File: src/rtl/bcd_seg_pkg.sv
// bcd_seg_pkg: shared FSM state type and active-low 7-segment constants
// (bit order g..a) for the binary-to-BCD display converter.
package bcd_seg_pkg;

   typedef enum logic [1:0] {
      ST_IDLE  = 2'd0,
      ST_SHIFT = 2'd1,
      ST_DONE  = 2'd2
   } state_t;

   localparam logic [6:0] SEG_0     = 7'b1000000;
   localparam logic [6:0] SEG_1     = 7'b1111001;
   localparam logic [6:0] SEG_2     = 7'b0100100;
   localparam logic [6:0] SEG_3     = 7'b0110000;
   localparam logic [6:0] SEG_4     = 7'b0011001;
   localparam logic [6:0] SEG_5     = 7'b0010010;
   localparam logic [6:0] SEG_6     = 7'b0000010;
   localparam logic [6:0] SEG_7     = 7'b1111000;
   localparam logic [6:0] SEG_8     = 7'b0000000;
   localparam logic [6:0] SEG_9     = 7'b0010000;
   localparam logic [6:0] SEG_BLANK = 7'b1111111;

endpackage

File: src/rtl/seg7_dec.sv
// seg7_dec: one BCD digit to active-low 7-segment code (g..a), with a
// blank override. Non-decimal codes show blank.
module seg7_dec
   import bcd_seg_pkg::*;
(
   input  logic [3:0] digit,
   input  logic       blank,
   output logic [6:0] seg
);

   // digit lookup; blank wins over the digit value
   always_comb begin
      seg = SEG_BLANK;
      if (!blank) begin
         case (digit)
            4'd0:    seg = SEG_0;
            4'd1:    seg = SEG_1;
            4'd2:    seg = SEG_2;
            4'd3:    seg = SEG_3;
            4'd4:    seg = SEG_4;
            4'd5:    seg = SEG_5;
            4'd6:    seg = SEG_6;
            4'd7:    seg = SEG_7;
            4'd8:    seg = SEG_8;
            4'd9:    seg = SEG_9;
            default: seg = SEG_BLANK;
         endcase
      end
   end

endmodule

File: src/rtl/bcd_display_conv.sv
// bcd_display_conv: sequential binary-to-BCD converter (double dabble, one
// bit per cycle) driving DIGITS active-low 7-segment displays.
// Optional build macro LEADING_ZERO_BLANK_EN: blank zero digits above the
// most significant non-zero digit on hex_out (digit 0 always shown).
module bcd_display_conv
   import bcd_seg_pkg::*;
#(
   parameter int W      = 10,
   parameter int DIGITS = 4
) (
   input  logic                  Clock,
   input  logic                  Reset,
   input  logic                  start,
   input  logic [W-1:0]          bin_in,
   output logic                  busy,
   output logic                  done,
   output logic [4*DIGITS-1:0]   bcd_out,
   output logic [7*DIGITS-1:0]   hex_out,
   output logic                  overflow
);

   localparam int BW = 4 * DIGITS;
   localparam int CW = $clog2(W + 1);
   localparam logic [CW-1:0] CNT_LOAD = CW'(W);
   localparam logic [CW-1:0] CNT_ONE  = CW'(1);

   state_t          state;
   state_t          state_nxt;
   logic            accept;
   logic            last_shift;
   logic [CW-1:0]   cnt;
   logic [W-1:0]    shreg;
   logic [BW-1:0]   scratch;
   logic [BW-1:0]   corr;
   logic [BW-1:0]   scratch_nxt;
   logic            ovf_acc;
   logic            shout;
   logic [DIGITS-1:0] blank;

   // next-state and control decode; start is only honoured in IDLE or DONE
   always_comb begin
      state_nxt  = state;
      accept     = 1'b0;
      last_shift = 1'b0;
      busy       = 1'b0;
      done       = 1'b0;
      case (state)
         ST_IDLE: begin
            if (start) begin
               accept    = 1'b1;
               state_nxt = ST_SHIFT;
            end
         end
         ST_SHIFT: begin
            busy = 1'b1;
            if (cnt == CNT_ONE) begin
               last_shift = 1'b1;
               state_nxt  = ST_DONE;
            end
         end
         ST_DONE: begin
            done = 1'b1;
            if (start) begin
               accept    = 1'b1;
               state_nxt = ST_SHIFT;
            end else begin
               state_nxt = ST_IDLE;
            end
         end
         default: state_nxt = ST_IDLE;
      endcase
   end

   // state register and shift counter
   always_ff @(posedge Clock) begin
      if (Reset) begin
         state <= ST_IDLE;
         cnt   <= '0;
      end else begin
         state <= state_nxt;
         if (accept) begin
            cnt <= CNT_LOAD;
         end else if (state == ST_SHIFT) begin
            cnt <= cnt - CNT_ONE;
         end
      end
   end

   // one double-dabble step: add 3 to digits >= 5, then shift in next bin bit
   always_comb begin
      corr = scratch;
      for (int k = 0; k < DIGITS; k++) begin
         if (scratch[4*k +: 4] >= 4'd5) begin
            corr[4*k +: 4] = scratch[4*k +: 4] + 4'd3;
         end
      end
      scratch_nxt = {corr[BW-2:0], shreg[W-1]};
      shout       = corr[BW-1];
   end

   // conversion datapath: operand shifter, BCD scratch and sticky overflow
   always_ff @(posedge Clock) begin
      if (accept) begin
         shreg   <= bin_in;
         scratch <= '0;
         ovf_acc <= 1'b0;
      end else if (state == ST_SHIFT) begin
         shreg   <= {shreg[W-2:0], 1'b0};
         scratch <= scratch_nxt;
         ovf_acc <= ovf_acc | shout;
      end
   end

   // result registers load on the final shift so they change with done
   always_ff @(posedge Clock) begin
      if (Reset) begin
         bcd_out  <= '0;
         overflow <= 1'b0;
      end else if (last_shift) begin
         bcd_out  <= scratch_nxt;
         overflow <= ovf_acc | shout;
      end
   end

`ifdef LEADING_ZERO_BLANK_EN
   // lz[k] is set when digits k..DIGITS-1 are all zero
   logic [DIGITS:0] lz;
   assign lz[DIGITS] = 1'b1;
   for (genvar g = 0; g < DIGITS; g++) begin : g_lz
      assign lz[g]    = lz[g+1] & (bcd_out[4*g +: 4] == 4'd0);
      assign blank[g] = (g != 0) & lz[g];
   end
`else
   assign blank = '0;
`endif

   for (genvar g = 0; g < DIGITS; g++) begin : g_dec
      seg7_dec u_dec (
         .digit (bcd_out[4*g +: 4]),
         .blank (blank[g]),
         .seg   (hex_out[7*g +: 7])
      );
   end

endmodule

File: config.mk
export PLATFORM = sky130hd
export DESIGN_NAME = bcd_display_conv
export DESIGN_NICKNAME = d
export VERILOG_FILES = /design/src/rtl/bcd_seg_pkg.sv /design/src/rtl/seg7_dec.sv /design/src/rtl/bcd_display_conv.sv
export SDC_FILE = /design/constraint.sdc
export NUM_CORES = 1
export LEC_CHECK = 0
export ABC_AREA = 1
export ABC_CLOCK_PERIOD_IN_PS = 1900
export CORE_ASPECT_RATIO = 0.6
export CORE_UTILIZATION = 35
export DETAILED_ROUTE_END_ITERATION = 10
export HOLD_SLACK_MARGIN = 0.08
export MAX_ROUTING_LAYER = met4
export PLACE_DENSITY = 0.69
export SYNTH_ARGS = -nofsm -noshare
export SYNTH_HDL_FRONTEND = slang
export SYNTH_SLANG_ARGS = --single-unit
File: constraint.sdc
create_clock -name Clock -period 1.9 [get_ports Clock]
set_input_delay 0.38 -clock Clock [delete_from_list [all_inputs] [get_ports Clock]]
set_output_delay 0.38 -clock Clock [all_outputs]
set_load 0.02 [all_outputs]
---- After elaboration in Yosys (flattened, before gate mapping) ----
Memory sizes are Yosys's and may differ from the RTL's. A register that Yosys moved wholly into a read port is not among the register bits.
Cells that the tools add are included.
word-level totals
  bits in registers ....................... 50
  bits in read-only memories .............. 448
  output and inout port bits .............. 47
  memories ................................ 4
  input bits .............................. 13
  word-level logic and storage cells ...... 58
memories
  name             depth  width  read ports  clocked after memory_dff  wr ports  RTL line        source
  (no name shown)  16     7      1           1                         0         seg7_dec.sv:15  case (digit)
  (no name shown)  16     7      1           1                         0         seg7_dec.sv:15
  (no name shown)  16     7      1           1                         0         seg7_dec.sv:15
  (no name shown)  16     7      1           1                         0         seg7_dec.sv:15
operators by class
  bitwise logic cells ..................... 1
  equal/unequal tests ..................... 5
  add/sub/neg operators ................... 5
  muxes and demuxes ....................... 26
  reduce and logical (&&, ||, !) cells .... 5
  $lt $le $gt $ge ......................... 4
operators by type and width
  cell                   number
  $mux W4                14
  $mux W10               2
  $add A4 B2 Y4 const B  4
  $ge A4 B3 Y1 const B   4
  $mux W1                7
  $pmux W2 S3            1
  $eq A4 B1 Y1 const B   1
  $mux W2                2
  $ne A2 B2 Y1 const B   2
  $reduce_or A2 Y1       2
  $sub A4 B1 Y4 const B  1
  $eq A2 B1 Y1 const B   1
  $eq A2 B2 Y1 const B   1
  $logic_not A2 Y1       1
  $reduce_and A2 Y1      1
  $reduce_bool A2 Y1     1
  $or A1 B1 Y1           1

---- Logic depth before layout (Yosys ltp) ----
  depth in word-level cells ............... 5
  gate-level depth with buffers ........... 14
  gate-level depth less buffers ........... 14

---- By module ----
From an unflattened synthesis, not the netlist that was laid out.
second synthesis, totals
  cell total of the unflattened synthesis .. 431
  area, all modules ....................... 3098.0 um2
by module, submodules not included
  module                         area an instance (um2)  seq. area each (um2)  cells each  times used
  bcd_display_conv               2272.2                  1101.1                283         1
  seg7_dec (g_dec[1].u_dec ...)  209.0                   0.0                   37          2
  seg7_dec (g_dec[0].u_dec ...)  203.9                   0.0                   37          2

---- Worst setup path after synthesis ----
OpenSTA, ideal clock, no wires.
  kind .................................... register to register
  from .................................... register cnt[1]
  to ...................................... register g_dec[0].u_dec.seg[3] (netlist name)
  data required time ...................... 1786 ps
  library setup time ...................... 114 ps
  clock period less this slack ............ 1968 ps
  arrival ................................. 1853 ps
  stages on the path, launching flop included .. 13
  buffers on the path ..................... 1
  setup slack ............................. -68 ps
  cells stage by stage .................... dfxtp_1 -> inv_1 -> ha_1 -> nand2_2 -> nor2_4 -> buf_6 -> nand2_1 -> a21oi_2 -> inv_1 -> ha_1 -> nand3b_1 -> nand3_1 -> nand2_1
between the ends
  word-level cells in the longest chain between the ends .. 5
RTL lines
  element                          RTL line                source
  start, declared                  bcd_display_conv.sv:31  logic [CW-1:0] cnt;
  start signal, assigned           bcd_display_conv.sv:84  cnt <= cnt - CNT_ONE;
  $eq A4 B1 Y1                     bcd_display_conv.sv:56  if (cnt == CNT_ONE) begin
  $mux W1                          bcd_display_conv.sv:56
  $mux W1                          bcd_display_conv.sv:47  case (state)
  $mux W4 (no line) (2 in series)  n/a
Every way passes these cells.
A chain may end at the register's enable or synchronous reset.

---- Worst setup path in the final report ----
  from .................................... register scratch[0]
  to ...................................... register g_dec[0].u_dec.seg[6] (netlist name)
between the ends
  word-level cells in the longest chain between the ends .. 4
  elaborated cells between the ends (all ways) .. 5
  classes of those cells .................. add/sub (1); order compare (1); mux (3)
RTL lines
  element                                               RTL line                                        source
  start, declared                                       bcd_display_conv.sv:33                          logic [BW-1:0] scratch;
  start signal, assigned                                bcd_display_conv.sv:109                         scratch <= scratch_nxt;
  $add A4 B2 Y4 / $ge A4 B3 Y1 (equally long branches)  bcd_display_conv.sv:94, bcd_display_conv.sv:93
  $mux W4 *                                             bcd_display_conv.sv:93                          if (scratch[4*k +: 4] >= 4'd5) begin
  $mux W4 (no line) * (2 in series)                     n/a
Mark *: on every way between the ends. The rest lies on a longest branch, timed or not.

==> results.py <==
metrics = {
    "sta": {
        "hold_viol": 0,
        "slew_headroom_pct": 74.67,
        "period_minus_slack_ps": 1846,
        "timing.hold.ws_ps": 486.1,
        "tightest_slew_ps": 376.0,
        "rsz0062_at_grt": "yes",
        "setup_violations": 0,
        "fmax_ghz": 0.5416,
        "finalMaxSlewViolations": 0,
        "fin_crit_sh_pct": 97.17,
        "fin_worst_skew_ps": 3.825,
    },
    "clock_tree": {
        "clock_latency_ps": 340,
        "h-tree-depth": 3,
        "ctsHoldBuffers": 0,
        "cts.clk_slew.worst_paths_ps": 60,
        "cts_buffers": 9,
        "cts_tree": "done",
        "clock_path_buffers": 2,
        "cts-root-buf": "clkbuf_16",
        "cts_sinks": 78,
    },
    "place": {
        "io_buffer_count": 59,
        "hpwl_mm": 6.873,
        "gp_congestion": 0.9109,
    },
    "route": {
        "dr.pass1.iters": 5,
        "wl_per_cell_um": 13.32,
        "drc": 0,
        "wl_mm": 9.991,
        "vias": 3574,
        "antenna_left": 0,
        "drt-initial-drc-count": 234,
        "vias_per_cell": 4.765,
    },
    "setup_path": {
        "r2r_slack_ps": 50,
        "critical_path.max_fanout": 5,
        "endpoint_kind": "flop",
        "slowest_stage": "dfxtp_2",
        "crit_chain": "inv_2 -> ha_2 -> inv_1 -> nand2_2 -> nand3_1 -> nand2_2 -> nand3_2 -> nand2_2 -> inv_2 -> buf_4 -> ha_1 -> nand3_2 -> nand2_1 -> nand2_1 -> nand2_1",
        "critical_path_class": "reg -> reg",
        "crit_path_max_incr_delay_ps": 340,
        "worst_ep_arrival_time_ps": 2090,
        "cp.required_ps": 2140,
        "setup.worst_path.start_class": "flop",
    },
    "finish": {
        "antenna_cells": 0,
        "nNetsFinal": 651,
        "final_common_cell": "nand2_1",
        "area_growth_pct": 48.25,
        "final_cell_mix": "nand2_1 (120), dfxtp_1 (61), inv_1 (58), clkdlybuf4s50_1 (57), buf_4 (49)",
        "drive_above_1_share_pct": 28.81,
    },
    "logic_synthesis": {
        "syn_avg_cell_area_sq_um": 7.865,
        "synth_ff_type": "dfxtp_1",
        "syn_nets": 534,
        "synth.distinct_cells": 34,
        "netlist_area_sq_um": 3854,
        "yosysSeqAreaShare_pct": 43.12,
        "synth_edf_count": 10,
        "yosysWarnings": 0,
        "syn-instance-count": 490,
        "ys_ff_latch": 78,
        "async_flop_share_pct": 0,
    },
    "run": {
        "max_cap_viol_count": 0,
    },
    "die": {
        "die_w_um": 137.5,
        "die_y_um": 83.28,
        "initial_core_util_pct": 36.25,
        "io_pins": 60,
        "die_area_sq_um": 11450,
        "row_count": 29,
        "coreArea_sq_um": 10630,
    },
    "status": {
        "status": "finished, final reports clean",
    },
    "power_and_ir_drop": {
        "power_density_nw_per_um2": 813.8,
        "total_power_mw": 4.649,
        "ir_drop_uv": 532.8,
        "leakage_nw": 2.694,
    },
    "global_routing": {
        "antenna_found_initial": 0,
        "grt_pass1_wl_mm": 15.68,
        "grt_overflow": 0,
        "grt_pass1_vias": 3378,
        "grt_max_degree": 19,
        "grt.total_usage_pct": 18.06,
    },
    "min_path": {
        "hold_path_class": "reg -> reg",
    },
}
routing by layer:
layer	GRT usage (%)	routed length, um
met4	6.494	133
met5	-	0
met1	23.35	4848
met3	4.579	508
met2	27.09	4499
metrics by stage:
stage	TNS [ps]	instance area, sq um	cells	worst slack, ps	util, %
2_1_floorplan	0	3870	490	3.767	-
5_1_grt	-708.9	5713	750	-90.72	53.74
4_1_cts	-61.42	5286	738	-41.04	49.72
6_report	0	5713	750	53.77	53.74
3_3_place_gp	-3367	4925	721	-205.9	46.32
3_5_place_dp	-4300	4925	721	-273.7	46.32
logic make-up (layout without fill, tap and decap cells):
| family | after synthesis | after routing | synth area share, % |
|---|---|---|---|
| adders and majority gates | 31 | 31 | 10.06 |
| AOI/OAI and AO/OA | 57 | 57 | 9.058 |
| DFF | 78 | 78 | 43.12 |
| and+or+nand+nor | 241 | 241 | 29.12 |
| buffers and inverters | 83 | 204 | 8.636 |
critical path: cells and delay by family, from the launching register on:
family | cells | cell delay (ps)
buf+inv | 4 | 300
simple gates | 9 | 700
flops | 1 | 340
fa+ha+maj | 2 | 380
timing repair:
action,in CTS,in global routing
resized for setup,11,78
setup endpoints to repair,20,25
gates cloned,0,1
pin swaps,0,31
buffers inserted,2,11
sequential cells by signal (all words and copies together), names as in the netlist:
name / flops
overflow: 1
shreg: 10
ovf_acc: 1
scratch: 16
g_dec.u_dec.seg: 28
state: 2
cnt: 4
bcd_out: 16
synth_stat cells (2+ instances only):
| library cell | instances | share of area (%) |
|---|---|---|
| nand4_1 | 10 | 1.6 |
| o22ai_1 | 4 | 0.65 |
| o21ai_2 | 2 | 0.45 |
| clkbuf_1 | 5 | 0.49 |
| nor2_4 | 3 | 0.88 |
| nor2_2 | 3 | 0.49 |
| nor2_1 | 17 | 1.7 |
| edfxtp_1 | 10 | 7.8 |
| a21oi_1 | 5 | 0.65 |
| nand3b_1 | 8 | 1.6 |
| buf_6 | 2 | 0.58 |
| inv_2 | 5 | 0.49 |
| nand2_1 | 136 | 13 |
| ha_1 | 31 | 10 |
| a31oi_1 | 12 | 1.9 |
| nand2_2 | 13 | 2.1 |
| inv_1 | 67 | 6.5 |
| nand3_1 | 45 | 5.8 |
| a21oi_2 | 6 | 1.4 |
| o21ai_0 | 25 | 3.2 |
| dfxtp_1 | 68 | 35 |
report_power, final:
part           internal, mW  switching, mW  total, mW  leakage (nW)
registers              1.81         0.0766       1.88         0.656
logic                 0.344          0.512      0.855          1.87
clock network          1.22          0.689       1.91         0.164
total                  3.37           1.28       4.65          2.69
cell type report:
| cell class | count | area, sq um |
|---|---|---|
| tap | 139 | 173.9 |
| inverter | 73 | 275.3 |
| fill | 927 | 4918 |
| multi-input combinational | 329 | 2186 |
| clock buffer | 10 | 250.2 |
| clock inverter | 5 | 80.08 |
| timing repair buffer | 116 | 1077 |
| sequential | 78 | 1670 |
path summary, 6_finish.rpt:
kind	cells past startpoint	startpoint	to
setup reg to reg	15	scratch[0]	g_dec[0].u_dec.seg[6]
setup / recovery	15	scratch[0]	g_dec[0].u_dec.seg[6]
hold reg to reg	2	ovf_acc	ovf_acc
hold / removal	2	ovf_acc	ovf_acc
No activity file was read; power rests on OpenSTA's default activity.
==> edit (same settings) <==
Change the parameter `DIGITS` from 4 to 8.
--- a/src/rtl/bcd_display_conv.sv
+++ b/src/rtl/bcd_display_conv.sv
@@ -8,3 +8,3 @@
    parameter int W      = 10,
-   parameter int DIGITS = 4
+   parameter int DIGITS = 8
 ) (
Ports: changed (resized bcd_out and hex_out); port bits go from 60 to 104. No check against the original RTL was run, so the function may have changed too.
==> edit against the original RTL <==
Worst setup slack worse by 0.14 ns. Total power rose by 76%. Clock power up 72%. Cell count is 83% higher. Maximum frequency is 7.0% lower. Sequential share of layout area decreased by 1.0 points. Synthesized area up 76%. Routed wire length is 91% higher. The flow now finishes with violations (setup timing). Critical path depth is 1 lower. Clock skew grew 0.0039 ns. Critical endpoint is now g_dec[1].u_dec.seg[0]. Critical path type unchanged. Design area rose by 79%. Sequential cell count grew 60.
==> edit: results (changes against the original RTL) <==
Power and ir drop
  – Total power: 8.20 mW (+76%)
  – Internal power: 5.84 mW (+73%)
  – Flop pwr share: 40.2% (-0.3 points)
  – P_leak: 4.93 nW (+83%)
  – Clock power share: 40.0% (-1.1 points)

Drt
  – Drt initial violations: 471 (+100%)
  – Drt wl/cell: 13.9 µm (+4.3%)
  – Vias per cell: 4.84 (+1.6%)
  – WL final: 19,000 µm (+91%)
  – Wire length on met3: 1060 µm (+110%)
  – M1 wire length: 9530 µm (+96%)

STA
  – # setup viols final: 9 (+9)
  – Worst slew margin: 69.5% (-5.2 points)
  – Setup ws final: -0.0859 ns (-0.140 ns)
  – Fin Setup TNS: -0.313 ns (-0.313 ns)
  – Hold slack: 0.485 ns (-0.00131 ns)
  – Clk_skew: 0.00777 ns (+0.00394 ns)

Logic synthesis
  – Commonest cells post-synth: 256 x nand2_1, 128 x dfxtp_1, 124 x inv_1, 89 x nand3_1, 58 x ha_1
  – Area contributors post-synth: dfxtp_1 38%, nand2_1 14%, ha_1 11%
  – Mapped Nets: 956 (+79%)
  – Mux cell area share after synthesis: 0% (unchanged)
  – Post-synthesis compound-gate area fraction: 8.76% (-0.30 points)
  – Unique masters post-synth: 33 (-2.9%)
  – Area share of fa/ha/maj cells after synthesis: 10.7% (+0.60 points)
  – Seq/Total Area, Yosys: 42.1% (-1.0 points)

GRT
  – Global-route wire length before repair: 29,000 µm (+85%)
  – Largest net degree at the start of global routing: 34 (+15)
  – GRT Resource Usage Total: 19.0% (+0.90 points)
  – GRT met3 Usage: 4.53% (-0.045 points)
  – Grt met2 use: 27.9% (+0.85 points)
  – Met1 usage: 25.7% (+2.3 points)
  – Vias in the first global route: 5,921 (+75%)

Final layout
  – Max reg flops: 56 (+100%)
  – Nets: 1,184 (+82%)
  – Layout cells sized above 1: 27.9% (-0.89 points)
  – Fillers: 1,719 (+85%)

Clock tree
  – Resized Gates After CTS: 28 (+17)
  – Clock Latency Late Sink: 0.43 ns (+0.09 ns)
  – H-tree Lvls: 4 (+1)
  – TritonCTS buffer count: 17 (+8)
  – Setup bufs post-CTS: 9 (+7)

Setup path
  – Crit Path Max Fanout: 6 (+1)
  – RR Endpoint: g_dec[1].u_dec.seg[0]
  – Worst reg-to-reg path cell count: 14 (-1)
  – FF-to-FF Start: cnt[1]
  – Worst path max stage delay: 0.32 ns (-0.02 ns)

Place
  – Port Buffers: 103 (+75%)
  – Pre-CTS setup slack: -0.329 ns (-0.0555 ns)
  – Placed cells: 1,309 (+82%)
  – Half-perimeter wire length after placement: 12,100 µm (+77%)

Outcome
  – Failing checks: setup timing
  – Status: finished with violations
## edit: changes by cell type in the layout (fill, tap and decap cells not counted), sizes merged, moves of 9 or more
| cell | unedited run | this run |
|---|---|---|
| nand4 | 10 | 19 |
| nand2 | 150 | 268 |
| a31oi | 12 | 23 |
| ha | 31 | 58 |
| clkbuf | 11 | 25 |
| nand3b | 8 | 19 |
| buf | 56 | 123 |
| nand3 | 46 | 97 |
| clkdlybuf4s50 | 57 | 101 |
| dfxtp | 68 | 128 |
| inv | 73 | 129 |
| nor2 | 24 | 40 |
| o21ai | 28 | 47 |
## edit: cell type report
cell class | count | area [µm²] | share of cell area (%)
clock inverters | 8 | 95.1 | 0.929
multi-input cells | 599 | 3860 | 37.7
flip-flops and latches | 138 | 2890 | 28.2
well taps | 246 | 308 | 3.01
repair buffers | 227 | 2110 | 20.7
inverters | 130 | 490 | 4.79
clock buffers | 23 | 478 | 4.67
